--- src/rtl/seq_lock_param.sv ---
`default_nettype none
// ============================================================================
// Module   : seq_lock_param
// Purpose  : Parametrised sequential code lock with press edge detection,
//            failed-attempt counting, timed lockout and 7-segment status.
// Revision : 1.0 - initial release
// ============================================================================
module seq_lock_param #(
  parameter int              DW       = 4,
  parameter int              N        = 4,
  parameter logic [N*DW-1:0] SEQ      = 16'h5379,
  parameter int              MAX_TENT = 3,
  parameter int              LOCK_CYC = 16
) (
  input  logic          clk,
  input  logic          reset,
  input  logic [DW-1:0] numero,
  input  logic          insere,
  output logic          led,
  output logic          erro,
  output logic          bloq,
  output logic [6:0]    display
);

  localparam int FW = (MAX_TENT > 1) ? $clog2(MAX_TENT) : 1;
  localparam int TW = $clog2(LOCK_CYC + 1);

  localparam logic [3:0]    c_LAST_IDX  = 4'(N - 1);
  localparam logic [FW-1:0] c_FAIL_LAST = FW'(MAX_TENT - 1);
  localparam logic [TW-1:0] c_LOCK      = TW'(LOCK_CYC);
  localparam logic [TW-1:0] c_TIMER_ONE = TW'(1);

  typedef enum logic [1:0] {
    ENTRADA  = 2'd0,
    ABERTO   = 2'd1,
    ERRO     = 2'd2,
    BLOQUEIO = 2'd3
  } state_t;

  state_t        r_state, w_state_nxt;
  logic [3:0]    r_idx, w_idx_nxt;
  logic          r_mismatch, w_mismatch_nxt;
  logic [FW-1:0] r_fail, w_fail_nxt;
  logic [TW-1:0] r_timer, w_timer_nxt;
  logic          r_insere_d;

  logic          w_accept;
  logic [DW-1:0] w_exp;
  logic          w_mis_now;

  assign w_accept  = insere & ~r_insere_d;
  assign w_mis_now = r_mismatch | (numero != w_exp);

  // Secret digit currently expected; first digit lives in the MS bits.
  always_comb begin
    w_exp = '0;
    for (int i = 0; i < N; i++) begin
      if (r_idx == 4'(i)) w_exp = SEQ[(N-1-i)*DW +: DW];
    end
  end

  always_ff @(posedge clk or negedge reset) begin
    if (!reset) begin
      r_state    <= ENTRADA;
      r_idx      <= '0;
      r_mismatch <= 1'b0;
      r_fail     <= '0;
      r_timer    <= '0;
      r_insere_d <= 1'b1;
    end else begin
      r_state    <= w_state_nxt;
      r_idx      <= w_idx_nxt;
      r_mismatch <= w_mismatch_nxt;
      r_fail     <= w_fail_nxt;
      r_timer    <= w_timer_nxt;
      r_insere_d <= insere;
    end
  end

  always_comb begin
    w_state_nxt    = r_state;
    w_idx_nxt      = r_idx;
    w_mismatch_nxt = r_mismatch;
    w_fail_nxt     = r_fail;
    w_timer_nxt    = r_timer;
    case (r_state)
      ENTRADA: begin
        if (w_accept) begin
          if (r_idx != c_LAST_IDX) begin
            w_idx_nxt      = r_idx + 4'd1;
            w_mismatch_nxt = w_mis_now;
          end else begin
            // Verdict only after the full sequence, so timing never leaks
            // which digit was wrong.
            w_idx_nxt      = '0;
            w_mismatch_nxt = 1'b0;
            if (!w_mis_now) begin
              w_state_nxt = ABERTO;
              w_fail_nxt  = '0;
            end else if (r_fail == c_FAIL_LAST) begin
              w_state_nxt = BLOQUEIO;
              w_timer_nxt = c_LOCK;
              w_fail_nxt  = '0;
            end else begin
              w_state_nxt = ERRO;
              w_fail_nxt  = r_fail + FW'(1);
            end
          end
        end
      end
      ABERTO, ERRO: begin
        if (w_accept) w_state_nxt = ENTRADA;
      end
      BLOQUEIO: begin
        if (r_timer <= c_TIMER_ONE) begin
          w_state_nxt = ENTRADA;
          w_timer_nxt = '0;
        end else begin
          w_timer_nxt = r_timer - c_TIMER_ONE;
        end
      end
      default: w_state_nxt = ENTRADA;
    endcase
  end

  always_comb begin
    led     = (r_state == ABERTO);
    erro    = (r_state == ERRO);
    bloq    = (r_state == BLOQUEIO);
    display = 7'h3F;
    case (r_state)
      ENTRADA: begin
        case (r_idx)
          4'd0:    display = 7'h3F;
          4'd1:    display = 7'h06;
          4'd2:    display = 7'h5B;
          4'd3:    display = 7'h4F;
          4'd4:    display = 7'h66;
          4'd5:    display = 7'h6D;
          4'd6:    display = 7'h7D;
          4'd7:    display = 7'h07;
          4'd8:    display = 7'h7F;
          default: display = 7'h3F;
        endcase
      end
      ABERTO:   display = 7'h77;
      ERRO:     display = 7'h79;
      BLOQUEIO: display = 7'h38;
      default:  display = 7'h3F;
    endcase
  end

endmodule
`default_nettype wire

--- config.mk ---
export PLATFORM = sky130hd
export DESIGN_NAME = seq_lock_param
export DESIGN_NICKNAME = d
export VERILOG_FILES = /design/src/rtl/seq_lock_param.sv
export SDC_FILE = /design/constraint.sdc
export NUM_CORES = 1
export LEC_CHECK = 0
export ABC_AREA = 1
export CAP_MARGIN = 20
export CORE_MARGIN = 2
export CORE_UTILIZATION = 55
export CTS_CLUSTER_SIZE = 14
export DETAILED_ROUTE_END_ITERATION = 8
export DONT_BUFFER_PORTS = 1
export HOLD_SLACK_MARGIN = 0.15
export PLACE_DENSITY = 0.76
export SETUP_SLACK_MARGIN = 0.5
export SYNTH_ARGS = -nofsm -noshare
export SYNTH_HDL_FRONTEND = slang
export SYNTH_SLANG_ARGS = --single-unit
--- constraint.sdc ---
create_clock -name clk -period 3.95 [get_ports clk]
set_input_delay 0.395 -clock clk [delete_from_list [all_inputs] [get_ports clk]]
set_output_delay 0.395 -clock clk [all_outputs]
set_load 0.03 [all_outputs]
---- Yosys cells after proc, flatten, opt, wreduce, memory -nomap -nowiden ----
Memories as Yosys holds them, arrays and structs flattened.
Cells that the tools add are included.
cells by class
  add/subtract/negate cells ............... 3
  magnitude comparators ................... 1
  eq/ne operators ......................... 15
  muxes and demuxes ....................... 22
  bitwise logic cells ..................... 4
  reductions and logical operators ........ 8
operator list
  operator               count
  $pmux W7 S4            1
  $mux W5                5
  $mux W2                7
  $mux W4                3
  $ne A2 B2 Y1 const B   5
  $pmux W5 S2            1
  $eq A4 B2 Y1 const B   2
  $eq A2 B2 Y1 const B   3
  $mux W3                2
  $pmux W2 S3            1
  $le A5 B1 Y1 const B   1
  $reduce_and A5 Y1      1
  $sub A5 B1 Y5 const B  1
  $add A4 B1 Y4 const B  1
  $eq A4 B1 Y1 const B   1
  $logic_not A4 Y1       1
  $ne A4 B2 Y1 const B   1
  $ne A4 B4 Y1           1
  $reduce_and A4 Y1      1
  $reduce_and A3 Y1      1
  $add A2 B1 Y2 const B  1
  $eq A2 B1 Y1 const B   1
  $logic_not A2 Y1       1
  $mux W1                2
  other kinds (7)        8
storage, ports and cells
  register bits after elaboration ......... 15
  memory bits (read-only) ................. 112
  bits of input ports ..................... 7
  logic and storage cells ................. 60
  memories ................................ 1
memory list
  memory            words  width  read ports  clocked after Yosys merged registers in  wr ports  RTL line  source
  (name not given)  16     7      1           0                                        0         133       case (r_idx)

---- Depth between registers and ports, before layout ----
Gate-level depths: netlist of run 1.
  depth in word-level cells ............... 11
  mapped depth ............................ 14
  depth with buffers taken out ............ 14

---- Worst setup path before layout of run 1 ----
No wires, ideal clock.
  path kind ............................... flip-flop to output port
  from .................................... reg r_state[0]
  to ...................................... out display[6]
  arrival ................................. 1.477 ns
  required time ........................... 3.555 ns
  setup slack ............................. 2.078 ns
  stages on the path, launching flop included .. 6
  path buffers ............................ 1
  path through ............................ dfrtp_1 inv_1 ha_1 clkbuf_1 nand2_1 o211ai_1
between the ends
  word-level cells in the longest chain between the ends .. 2
  elaborated cells on any way between the ends .. 5
RTL lines
  what                                  RTL line  source
  start: declaration                    40        state_t r_state, w_state_nxt;
  start signal: assignment              71        r_state <= w_state_nxt;
  $eq A2 B2 Y1 (tied with other cells)  131       case (r_state)
  $pmux W7 S4 (*)                       131
  end: declaration                      22        output logic [6:0] display
Every way passes the cells marked *; elsewhere a longest branch is shown, timed or not.

---- Worst setup path after layout of run 1 ----
  from .................................... reg r_state[1]
  to ...................................... out display[6]
The elaborated chain is that of the path after synthesis.

==> impl_metrics.toml, run 1 <==
[synthesis]
async_reset_ff_share_pct = 100
synth_common_cells = "nand2_1 (41), inv_1 (30), nand3_1 (15)"
yosysTopAreaCellShare_pct = 28.9
syn_area_um2 = 1210
synth_nets = 187
synth.most_common_cell = "nand2_1"
synth.area.top_cells = "dfrtp_1 (29%), nand2_1 (13%), ha_1 (12%)"
synth_edf_count = 0
ys_warn_count = 0
syn_area_per_cell_um2 = 7.22
seq_area_frac_synth_pct = 31.1
yosys.cell_types.count = 27
synth_top_cell_by_area = "dfrtp_1"
synthCells = 168
synth_seq_cells = 15
synth_flop_cell = "dfrtp_1"

[grt]
grt_util_all_layers_pct = 21.5
antenna_found_initial = 0
grt_max_degree = 16
gr-total-overflow = 0
grt_pass1_wl_um = 4180
grt_pass1_vias = 990

[power_and_ir_drop]
vdd_drop_max_v = 0.000553
internal-power_uw = 379
p_clk_share_pct = 10.5
total_power_uw = 877
p_leak_nw = 0.711
switchingPower_uw = 497
p_per_area_nw_per_um2 = 680
swShare_pct = 56.7
pwr-share-seq_pct = 27.9
p_comb_share_pct = 61.6

[worst_hold_path]
hold_depth = 5
hp-class = "in2reg"
hp-start = "numero[2]"
worstHoldEndpoint = "r_mismatch"

[setup_path]
crit_required_ns = 3.56
path_class = "reg2out"
crit_path_cell_trace = "inv_1, ha_1, nand2_1, o211ai_1"
critPathMaxFanout = 9
r2r-end = "r_timer[3]"
cpMaxStageDelayCell = "o211ai_1"
cp_num_buf_inv = 1
cp-start-kind = "register"
path_delay_family = "compound AO/OA/AOI/OAI gates"
r2r_setup_slack_ns = 2.19
arrival_ns = 1.85
rr_worst_depth = 13
max_stage_delay_ns = 0.57
worst_setup_path_end_kind = "primary output"
r2r_start = "r_idx[1]"

[floorplanning]
std_cell_rows = 16
ios = 17
die_area_um2 = 2600
start_util_pct = 60.0
fp.dieW_um = 51.0
die_h_um = 51.0
placeableCoreArea_um2 = 2020

[clock_tree]
clk_path_buf_depth = 2
clockRootBuffer = "clkbuf_4"
tritoncts = "built"
cts_num_sinks = 15
clock_latency_ns = 0.29
post_cts_buffers = 0
cts.reportedPaths.clkPinSlew_ns = 0.10
h-tree-depth = 1
cts_made_buffers = 3

[place]
preCtsSetupSlack_ns = 2.04
gp_congestion = 0.890
hpwl_um = 1900
dpl_cell_area_um2 = 1240
io_buffers = 0
post-place-cells = 194

[cells_and_area]
fin_area_um2 = 1290
fillers = 191
drive_above_1_share_pct = 11.6
fin_util_pct = 63.8
num_antenna_cells = 0
fin_nets = 193
finalNonFillerCells = 200
syn_to_final_growth_pct = 6.40

[sta]
period_needed_ns = 2.24
tightestPinTransition_ns = 0.693
fmax_ghz = 0.446
fin_crit_sh_pct = 56.7
setup_ws_ns = 1.71
final-setup-viol-count = 0
drv_slew = 0
setup_tns_ns = 0
max_slew_margin_pct = 53.6
hold_viol = 0
rsz0062_at_grt = "false"
holdWs_ns = 0.495
skew_ns = 0.00456

[detailed_routing]
vias_per_cell = 5.32
wl_per_cell_um = 12.2
drtAntennaViolNets = 0
drc = 0
num_vias = 1063
routed_wl_um = 2450
dr.pass1.iters = 4
drtIter0Drc = 31

[outcome]
status = "finished, final reports clean"

[job]
cap_violations = 0
[how the worst max path moves through the flow]
stage / startpoint / end / slack, ns / cells past startpoint
6_report: r_state[1] / display[6] / 1.71 / 4
5_1_grt: r_state[1] / display[6] / 1.60 / 4
4_1_cts: r_state[1] / display[6] / 1.71 / 4
3_5_place_dp: r_state[1] / display[6] / 2.04 / 4
3_3_place_gp: r_state[0] / display[6] / 2.12 / 4
2_1_floorplan: r_state[0] / display[6] / 2.08 / 5
[layout by cell type, fill, tap and decap left out, drive strengths merged, types with 2 or more instances in the layout]
cell          n
nand2        48
inv          32
nand3        17
nor2         16
dfrtp        14
ha           12
o21ai        10
nand4         5
clkbuf        3
o211ai        2
a21oi         2
xnor2         2
dlygate4sd3   2
or2           2
[per-layer routing]
metal  vias to the layer above  routed length (µm)  GRT usage (%)
li1                        542                   -              -
met1                       482                1140           26.5
met2                        37                1140           36.8
met3                         2                 147           5.56
met4                         0                  15           5.86
met5                         -                   0              0
[final cells by class]
class / instances / area [µm²] / area share, %
Clock buffer: 3 / 22.5 / 1.75
Clock inverter: 1 / 5.00 / 0.388
Inverter: 32 / 120 / 9.31
Multi-Input combinational cell: 120 / 712 / 55.2
Sequential cell: 15 / 377 / 29.2
Tap cell: 27 / 33.8 / 2.62
Timing Repair Buffer: 2 / 20.0 / 1.55
[flip-flops by register name (all words and copies together) (netlist names)]
name and cells:
r_mismatch 1, r_idx 4, r_state 2, r_insere_d 1, r_timer 5, r_fail 2
[repair_timing]
item,CTS,global route
hold buffers,2,0
gates resized for setup,0,0
hold endpoints to repair,16,0
[power groups by stage]
stage	logic (mW)	registers (mW)	clock network [mW]
after floorplan	0.457	0.235	0
after global placement	0.520	0.241	0
final	0.540	0.245	0.0918
after global routing	0.595	0.250	0.101
after CTS	0.539	0.245	0.0939
after detailed placement	0.530	0.248	0
[logic make-up (layout without fill, tap and decap cells)]
family          count (synthesis)  after routing  synth area share [%]
flops                          15             15                  31.1
simple gates                   89             89                  36.6
xor+xnor                        3              3                  2.17
compound gates                 16             16                  7.53
buf+inv                        33             38                  10.2
fa+ha+maj                      12             12                  12.4
[worst register-to-register path, cell delays in order, from the launching register on]
cell and delay (ns):
dfrtp_1 0.44, inv_1 0.14, ha_1 0.18, inv_1 0.06, nand2_1 0.10, nand3_1 0.07, nand2_1 0.08, nand2_2 0.06
nor2_4 0.10, nand3_4 0.12, nand2_4 0.12, nand2_4 0.07, nand2_1 0.07, nand2_1 0.05
Note: power is estimated with default switching activity, not from simulation.
==> inputs of run 2 (changes only) <==
==> constraint.sdc (replaced) <==
create_clock -name clk -period 2.3 [get_ports clk]
set_input_delay 0.23 -clock clk [delete_from_list [all_inputs] [get_ports clk]]
set_output_delay 0.23 -clock clk [all_outputs]
set_load 0.03 [all_outputs]
==> impl_metrics.toml, run 2 (synthesis results as in run 1) <==
[detailed_routing]
met3_wirelength_um = 155
drtIter0Drc = 42
num_vias = 1110
routed.top_layer = "met4"
drc = 0
met1_length_um = 1290
dr.pass1.iters = 4
routed_wl_um = 2780
met2_length_um = 1310
vias_per_cell = 5.39
drtAntennaViolNets = 0
wl_per_cell_um = 13.5

[place]
io_buffers = 0
preCtsSetupSlack_ns = 0.548
hpwl_um = 1910
dpl_cell_area_um2 = 1250
gp_congestion = 0.879

[grt]
antenna_found_initial = 0
grt_pass1_wl_um = 4590
grt_util_all_layers_pct = 23.7
grt_max_degree = 16
grt_pass1_vias = 1042
gr-total-overflow = 0

[worst_hold_path]
hp-class = "in2reg"
hold_depth = 6
worstHoldEndpoint = "r_mismatch"
hp-start = "numero[2]"

[power_and_ir_drop]
internal-power_uw = 845
vdd_drop_max_v = 0.000878
swShare_pct = 54.0
p_leak_nw = 0.742
switchingPower_uw = 991
p_clk_share_pct = 8.7
p_per_area_nw_per_um2 = 1270
pwr-share-seq_pct = 23.9
p_comb_share_pct = 67.4
total_power_mw = 1.84

[sta]
fin_crit_sh_pct = 79.4
max_slew_margin_pct = 51.3
hold_viol = 0
tightestPinTransition_ns = 0.727
drv_slew = 0
setup_tns_ns = 0
holdWs_ns = 0.339
skew_ns = 0.0122
period_needed_ns = 1.83
rsz0062_at_grt = "true"
setup_ws_ns = 0.474
fmax_ghz = 0.548
final-setup-viol-count = 0

[cells_and_area]
top_regs = "r_timer x5, r_idx x4"
syn_to_final_growth_pct = 19.7
final_common_cell = "nand2_1"
regArea_um2 = 379
largest_reg_flops = 5
fin_nets = 199
final_cell_mix = "nand2_1 (37), inv_1 (24), nand3_1 (14), nor2_1 (12), dfrtp_1 (12)"
regMostFlops = "r_timer"
drive_above_1_share_pct = 27.9
num_antenna_cells = 0
fin_area_um2 = 1450
multi_input_area_um2 = 823
fillers = 157

[setup_path]
worst_setup_path_end_kind = "primary output"
path_class = "reg2out"
rr_worst_depth = 13
max_stage_delay_ns = 0.47
critPathMaxFanout = 5
r2r_setup_slack_ns = 0.54
arrival_ns = 1.60
r2r-end = "r_timer[3]"
cpMaxStageDelayCell = "o32a_4"
r2r_start = "r_idx[1]"
cp_num_buf_inv = 0
cp-start-kind = "register"
crit_path_cell_trace = "ha_1, o32a_4"
crit_required_ns = 2.07
path_delay_family = "compound AO/OA/AOI/OAI gates"

[clock_tree]
clockRootBuffer = "clkbuf_4"
cts_made_buffers = 3
clock_latency_ns = 0.30
cts.reportedPaths.clkPinSlew_ns = 0.10
clk_path_buf_depth = 2
cts_num_sinks = 15
tritoncts = "built"
h-tree-depth = 1

[floorplanning]
start_util_pct = 60.0
std_cell_rows = 16
fp.dieW_um = 51.0
placeableCoreArea_um2 = 2020
ios = 17
die_area_um2 = 2600
die_h_um = 51.0

[job]
cap_violations = 0

[outcome]
status = "finished, final reports clean"
run 2: cell count changes in the layout (fill, tap and decap cells not counted), moves of 5 or more:
cell	delta
buf_4	+5
ha_4	+5
inv_1	-6
ha_1	-7
inv_2	+6
run 2: repair_timing:
action                     in CTS  in global routing
hold endpoints to repair       16                  0
pin swaps                       2                  5
gates resized for setup        17                 20
cloned                          0                  0
hold buffers                    2                  0
setup endpoints to repair       7                 19
setup buffers                   2                  3
run 2: routing by layer:
metal  GRT usage [%]  up-vias
met1            30.9      512
met2            38.5       40
li1                -      555
met5               0        -
met3            6.14        3
met4            6.76        0
run 2: metrics by stage:
step | std cells | utilization (%)
floorplan | 168 | -
CTS | 203 | 67.8
global placement | 195 | 61.8
finish | 206 | 71.8
global route | 206 | 71.8
detailed placement | 195 | 61.8
run 2: worst reg2reg max path, delay by kind of cell, from the launching register on:
kind / cells / cell delay (ns)
fa+ha+maj: 1 / 0.20
flops: 1 / 0.45
buf+inv: 2 / 0.19
simple gates: 10 / 0.81
run 2: power by group through the flow:
stage,clock [mW],combinational [mW],sequential [mW]
after floorplan,0,0.785,0.403
after global placement,0,0.915,0.415
after detailed placement,0,0.934,0.420
after CTS,0.161,1.10,0.414
after global routing,0.177,1.34,0.447
final,0.160,1.24,0.438
run 2: worst max-delay path by stage:
| stage | from | endpoint | slack [ns] | depth (start not counted) |
|---|---|---|---|---|
| finish | r_state[0] | display[3] | 0.47 | 2 |
| global route | r_state[0] | display[6] | 0.41 | 6 |
| CTS | r_idx[0] | display[3] | 0.49 | 5 |
| detailed placement | r_idx[1] | r_timer[2] | 0.55 | 12 |
| global placement | r_idx[1] | r_timer[3] | 0.62 | 13 |
| floorplan | r_state[0] | display[6] | 0.59 | 5 |
run 2: layout make-up:
type | count | area share (%)
well taps | 27 | 2.33
flip-flops and latches | 15 | 26.1
inverters | 32 | 8.28
multi-input cells | 120 | 56.7
clock buffers | 4 | 1.81
repair buffers | 8 | 4.74
==> inputs of run 3 (changes only) <==
--- a/config.mk
+++ b/config.mk
@@ -13,7 +13,7 @@
 export DETAILED_ROUTE_END_ITERATION = 8
 export DONT_BUFFER_PORTS = 1
 export HOLD_SLACK_MARGIN = 0.15
-export PLACE_DENSITY = 0.76
+export PLACE_DENSITY = 0.79
 export SETUP_SLACK_MARGIN = 0.5
 export SYNTH_ARGS = -nofsm -noshare
 export SYNTH_HDL_FRONTEND = slang
==> constraint.sdc (replaced) <==
create_clock -name clk -period 1.5 [get_ports clk]
set_input_delay 0.15 -clock clk [delete_from_list [all_inputs] [get_ports clk]]
set_output_delay 0.15 -clock clk [all_outputs]
set_load 0.03 [all_outputs]
==> impl_metrics.toml, run 3 <==
[outcome]
status = "did not finish"
failing_step = "global routing (5_1_grt)"
firstError = "[ERROR DPL-0033] detailed placement checks failed during check placement."

[synthesis]
yosysTopAreaCellShare_pct = 28.9
yosys.cell_types.count = 27
synth_top_cell_by_area = "dfrtp_1"
synth_common_cells = "nand2_1 (41), inv_1 (30), nand3_1 (15)"
syn_area_per_cell_um2 = 7.22
syn_area_um2 = 1210
synth_flop_cell = "dfrtp_1"
seq_area_frac_synth_pct = 31.1
synth_edf_count = 0
synth_seq_cells = 15
synthCells = 168
ys_warn_count = 0
synth.area.top_cells = "dfrtp_1 (29%), nand2_1 (13%), ha_1 (12%)"
async_reset_ff_share_pct = 100
synth_nets = 187
synth.most_common_cell = "nand2_1"

[clock_tree]
h-tree-depth = 1
clk_path_buf_depth = 2
clockRootBuffer = "clkbuf_4"
cts_num_sinks = 15
cts_made_buffers = 3

[sta]
worstEpCategory = "primary output"
grt_worst_setup_endpoint = "display[1]"

[place]
hpwl_um = 2340
io_buffers = 0
preCtsSetupSlack_ns = -0.236
gp_congestion = 0.882

[grt]
antenna_found_initial = 0
grt_max_degree = 16

[floorplanning]
start_util_pct = 60.0
std_cell_rows = 16
die_h_um = 51.0
ios = 17
fp.dieW_um = 51.0
==> run 3: cell counts after synthesis <==
No cell type changed its count.
==> run 3: metrics by stage <==
step	hold slack [ns]	TNS, ns	std cells	utilization (%)	area [µm²]
global placement	-0.145	-0.676	215	70.9	1430
CTS	0.299	-2.60	236	88.4	1790
detailed placement	-0.145	-1.79	215	70.9	1430
floorplan	-0.146	-0.114	168	-	1260
==> run 3: what timing repair did <==
action	in CTS
pin swaps	12
endpoints found under the hold margin	16
gates cloned	0
endpoints found under the setup margin	24
setup buffers	15
hold buffers	2
gates resized for setup	49
==> run 3: cell families after synthesis <==
family	after synthesis	share of synthesized area, %
and+or+nand+nor	89	36.6
buffers and inverters	33	10.2
AOI/OAI and AO/OA	16	7.53
DFF	15	31.1
adders and majority gates	12	12.4
xor gates and xnor gates	3	2.17
==> inputs of run 4 (changes only) <==
==> config.mk (replaced) <==
export PLATFORM = sky130hd
export DESIGN_NAME = seq_lock_param
export DESIGN_NICKNAME = d
export VERILOG_FILES = /design/src/rtl/seq_lock_param.sv
export SDC_FILE = /design/constraint.sdc
export NUM_CORES = 1
export LEC_CHECK = 0
export ABC_AREA = 1
export CAP_MARGIN = 20
export CORE_AREA = 2 2 63 65
export DETAILED_ROUTE_END_ITERATION = 8
export DIE_AREA = 0 0 65 67
export DONT_BUFFER_PORTS = 1
export PLACE_DENSITY_LB_ADDON = 0.15
export SYNTH_ARGS = -nofsm -noshare
export SYNTH_HDL_FRONTEND = slang
export SYNTH_SLANG_ARGS = --single-unit
==> constraint.sdc (replaced) <==
create_clock -name clk -period 2 [get_ports clk]
set_input_delay 0.2 -clock clk [delete_from_list [all_inputs] [get_ports clk]]
set_output_delay 0.2 -clock clk [all_outputs]
set_load 0.03 [all_outputs]
==> impl_metrics.toml, run 4 (synthesis results as in run 1) <==
[outcome]
status = "finished, final reports clean"

[clock_tree]
tritoncts = "built"
clock_latency_ns = 0.25
post_cts_buffers = 0
clockRootBuffer = "clkbuf_8"
h-tree-depth = 1
cts_num_sinks = 15
clk_path_buf_depth = 2
cts_made_buffers = 3
cts.reportedPaths.clkPinSlew_ns = 0.07

[sta]
hold_viol = 0
fmax_ghz = 0.527
rsz0062_at_grt = "true"
holdWs_ns = 0.348
drv_slew = 0
period_needed_ns = 1.90
skew_ns = 0.00514
setup_tns_ns = 0
tightestPinTransition_ns = 0.764
fin_crit_sh_pct = 94.9
final-setup-viol-count = 0
max_slew_margin_pct = 48.9

[cells_and_area]
largest_reg_flops = 5
final_common_cell = "nand2_1"
num_antenna_cells = 0
final_cell_mix = "nand2_1 (41), inv_1 (30), nand3_1 (15), dfrtp_1 (14), nor2_1 (13)"
drive_above_1_share_pct = 13.6
finalNonFillerCells = 224
fillers = 386
regMostFlops = "r_timer"
fin_nets = 196
fin_util_pct = 37.7
top_regs = "r_timer x5, r_idx x4"
syn_to_final_growth_pct = 12.1

[setup_path]
crit_top_cell = "inv_1"
crit_required_ns = 1.80
path_class = "reg2out"
startpoint = "r_idx[1]"
max_stage_delay_ns = 0.42
rr_worst_depth = 12
path_delay_family = "flip-flops"
arrival_ns = 1.70
worst_setup_path_end_kind = "primary output"
r2r_start = "r_idx[1]"
crit_end = "display[1]"
cp-start-kind = "register"
worstSetupPathDepth = 5
cpMaxStageDelayCell = "dfrtp_1"
crit_path_cell_trace = "inv_1, ha_1, inv_1, o21ai_0, nand3_1"
r2r-end = "r_timer[3]"
critPathMaxFanout = 5
r2r_setup_slack_ns = 0.27
cp_num_buf_inv = 2

[floorplanning]
die_area_um2 = 4360
std_cell_rows = 22
ios = 17
fp.dieW_um = 65
start_util_pct = 33.6
placeableCoreArea_um2 = 3610
die_h_um = 67

[detailed_routing]
dr.pass1.iters = 4
vias_per_cell = 4.67
drtIter0Drc = 46
drc = 0
routed_wl_um = 2620
wl_per_cell_um = 11.7
drtAntennaViolNets = 0
num_vias = 1045

[grt]
antenna_found_initial = 0
grt_pass1_wl_um = 4640
gr-total-overflow = 0
grt_max_degree = 16
grt_pass1_vias = 1028
grt_util_all_layers_pct = 13.7

[power_and_ir_drop]
vdd_drop_max_v = 0.000403
p_per_area_nw_per_um2 = 1360
p_leak_nw = 0.735
total_power_mw = 1.85

[worst_hold_path]
hp-class = "in2reg"
hold_depth = 6

[place]
io_buffers = 0
post-place-cells = 218
gp_congestion = 0.835
hpwl_um = 2120

[job]
cap_violations = 0
==> run 4: worst min-delay path, delay by kind of cell <==
family          cells  cell delay [ns]
simple gates        4             0.26
buf+inv             1             0.02
compound gates      1             0.07
==> run 4: report_power, final <==
group          switching, mW  internal [mW]  total, mW
clock network          0.125          0.138      0.263
logic                  0.782          0.322       1.10
registers             0.0875          0.391      0.478
total                  0.994          0.851       1.85
==> run 4: final cells by class <==
type	instances	area, µm²	share of cell area (%)
Multi-Input combinational cell	120	713	52.5
Sequential cell	15	377	27.7
Inverter	32	120	8.84
Tap cell	48	60.1	4.42
Timing Repair Buffer	5	42.5	3.13
Clock buffer	3	41.3	3.04
Clock inverter	1	5.00	0.368
==> run 4: routing by layer <==
layer / share of wire [%] / routed length (µm) / global-route usage [%]
met5: 0 / 0 / 0
met4: 0.69 / 18 / 2.39
met3: 3.6 / 95 / 2.70
met2: 47 / 1220 / 24.4
met1: 49 / 1280 / 17.3
==> run 4: worst min-delay path by stage <==
| stage | start | to | slack [ns] |
|---|---|---|---|
| after floorplan | reset | r_fail[0] | -0.1 |
| after global placement | reset | r_idx[3] | -0.1 |
| after detailed placement | reset | r_idx[2] | -0.1 |
| after CTS | numero[2] | r_mismatch | 0.37 |
| after global routing | numero[2] | r_state[1] | 0.39 |
| final | numero[2] | r_mismatch | 0.35 |
==> run 4: per-stage QoR <==
stage	instance area (µm²)	setup slack (ns)
after floorplan	1210	0.323
after global placement	1290	0.281
after detailed placement	1290	0.265
after CTS	1360	0.0518
after global routing	1360	-0.000531
final	1360	0.101
==> run 4: timing repair <==
item | in CTS | in global routing
gates resized for setup | 0 | 1
endpoints found under the hold margin | 16 | 0
hold buffers | 2 | 0
setup endpoints to repair | 0 | 2
==> RTL change: new RTL, config.mk and constraints of run 2 <==
Register the inputs `numero` and `insere` before use. The logic sees them one clock later.
--- a/src/rtl/seq_lock_param.sv
+++ b/src/rtl/seq_lock_param.sv
@@ -37,6 +37,14 @@
     BLOQUEIO = 2'd3
   } state_t;
 
+  logic [DW-1:0] numero_q;
+  logic insere_q;
+
+  always_ff @(posedge clk) begin
+    numero_q <= numero;
+    insere_q <= insere;
+  end
+
   state_t        r_state, w_state_nxt;
   logic [3:0]    r_idx, w_idx_nxt;
   logic          r_mismatch, w_mismatch_nxt;
@@ -48,8 +56,8 @@
   logic [DW-1:0] w_exp;
   logic          w_mis_now;
 
-  assign w_accept  = insere & ~r_insere_d;
-  assign w_mis_now = r_mismatch | (numero != w_exp);
+  assign w_accept  = insere_q & ~r_insere_d;
+  assign w_mis_now = r_mismatch | (numero_q != w_exp);
 
   // Secret digit currently expected; first digit lives in the MS bits.
   always_comb begin
@@ -73,7 +81,7 @@
       r_mismatch <= w_mismatch_nxt;
       r_fail     <= w_fail_nxt;
       r_timer    <= w_timer_nxt;
-      r_insere_d <= insere;
+      r_insere_d <= insere_q;
     end
   end
 
Behaviour: not the same (Yosys sat finds a counterexample within 4 cycles, from zero or initial values and one cycle with reset low).
==> RTL change against run 2 <==
- sequential cell count rose by 5
- utilization rose by 9.7 points
- non-clock buffer count rose by 16
- routed wire length rose by 36%
- area after synthesis rose by 8.4%
- final area rose by 25%
- power rose by 52%
- worst setup slack got worse by 0.081 ns
- combinational power rose by 56%
- largest cell class unchanged
==> RTL change: results (changes against run 2) <==
pwr:
  vdd_drop_max_mv: 1.183  # was 0.8781 mV
  p_leak_nw: 0.8563  # was 0.7417 nW
timing:
  fmax_mhz: 524.1  # was 547.5 MHz
  worst_hold_slack_ns: 0.3209  # was 0.3390 ns
  relSlewSlack: 0.5281  # was 0.5135
min_path:
  holdCritPathClass: "flip-flop to flip-flop"  # was input port to flip-flop
  hp-start: "insere_q$_DFF_P_"  # was numero[2]
  hold_path_end: "r_insere_d$_DFF_PN1_"  # was r_mismatch$_DFFE_PN0P_
drt:
  drtIter0Drc: 57  # was 42
  routed_wl_mm: 3.763  # was 2.776 mm
  dr_total_vias: 1279  # was 1110
logic_synthesis:
  postSynthAreaPerCell_um2: 7.914  # was 7.217 µm²
  ys_top_cells_by_area: "dfrtp_1, ha_1, nand2_1"  # was dfrtp_1, nand2_1, ha_1
  seq_area_frac_synth: 0.3629  # was 0.3106
  synth_nets: 186  # was 187
  synth_async_sr_flop_share: 0.7500  # was 1.000
  synth_cell_type_count: 26  # was 27
  synthAdderAreaFrac: 0.1238  # about the same
  synth_xor_area_frac: 0.02667  # was 0.02167
place:
  dp.cells: 198  # was 195
  post-place-ws_ns: 0.5168  # was 0.5481 ns
  hpwl_mm: 1.958  # was 1.912 mm
  placed_area_um2: 1379  # was 1250 µm²
worst_setup_path:
  critPathSlowestCell: "dfrtp_2"  # was o32a_4
  rr_startpoint: "r_idx[0]$_DFFE_PN0P_"  # was r_idx[1]$_DFFE_PN0P_
  crit_family: "simple AND/OR/NAND/NOR gates"  # was compound AO/OA/AOI/OAI gates
  worstReg2RegEnd: "r_state[1]$_DFFE_PN0P_"  # was r_timer[3]$_DFFE_PN0P_
outcome:
  outcome: "complete, no violations"  # unchanged
finish:
  top_regs: "r_timer x5, numero_q x4, r_idx x4"  # was r_timer x5, r_idx x4
  drive_gt1_frac: 0.4021  # was 0.2793
  nets: 215  # was 199
global_routing:
  grt_pass1_vias: 1132  # was 1042
  grtUsageTotal: 0.2541  # was 0.2369
  use_met3: 0.04237  # was 0.06140
  grt_pass1_wl_mm: 5.050  # was 4.588 mm
cts:
  clk_pin_slew_ns: 0.12  # was 0.10 ns
==> RTL change: what timing repair did <==
item,CTS,global route
setup buffers,8,6
pin swaps,11,15
endpoints found under the hold margin,20,0
endpoints found under the setup margin,10,14
resized for setup,31,31
hold buffers,6,0
==> RTL change: final cells by class <==
cell class / count / area [µm²]
repair buffers: 24 / 206.4
flip-flops and latches: 20 / 481.7
inverters: 26 / 108.9
fillers: 125 / 414.1
well taps: 28 / 35.03
clock inverters: 1 / 30.03
multi-input cells: 120 / 934.6
clock buffers: 3 / 22.52
==> RTL change: how the worst max path moves through the flow <==
| stage | start | end | cells past startpoint |
|---|---|---|---|
| 6_report | r_idx[0]$_DFFE_PN0P_ | r_state[1]$_DFFE_PN0P_ | 13 |
| 2_1_floorplan | r_state[1]$_DFFE_PN0P_ | display[2] | 4 |
| 3_5_place_dp | r_idx[0]$_DFFE_PN0P_ | r_timer[1]$_DFFE_PN0P_ | 13 |
| 5_1_grt | r_idx[0]$_DFFE_PN0P_ | r_state[1]$_DFFE_PN0P_ | 13 |
| 4_1_cts | r_idx[0]$_DFFE_PN0P_ | display[5] | 2 |
| 3_3_place_gp | r_idx[0]$_DFFE_PN0P_ | r_timer[4]$_DFFE_PN0P_ | 13 |
==> RTL change: metal layers <==
metal / vias up / part of all wire
met5: - / 0
met3: 17 / 0.057
met1: 603 / 0.40
met4: 0 / 0.046
met2: 71 / 0.50
li1: 588 / -
==> RTL change: cells by family (layout without fill, tap and decap cells) <==
family                     after synthesis  count (layout)
adders and majority gates               13              13
AOI/OAI and AO/OA                       23              23
buffers and inverters                   26              54
DFF                                     20              20
and+or+nand+nor                         80              80
xor gates and xnor gates                 4               4
==> RTL change: power breakdown <==
group	internal [mW]	switching, mW	total, mW
registers	0.437	0.116	0.553
logic	0.732	1.21	1.94
clock network	0.176	0.118	0.294
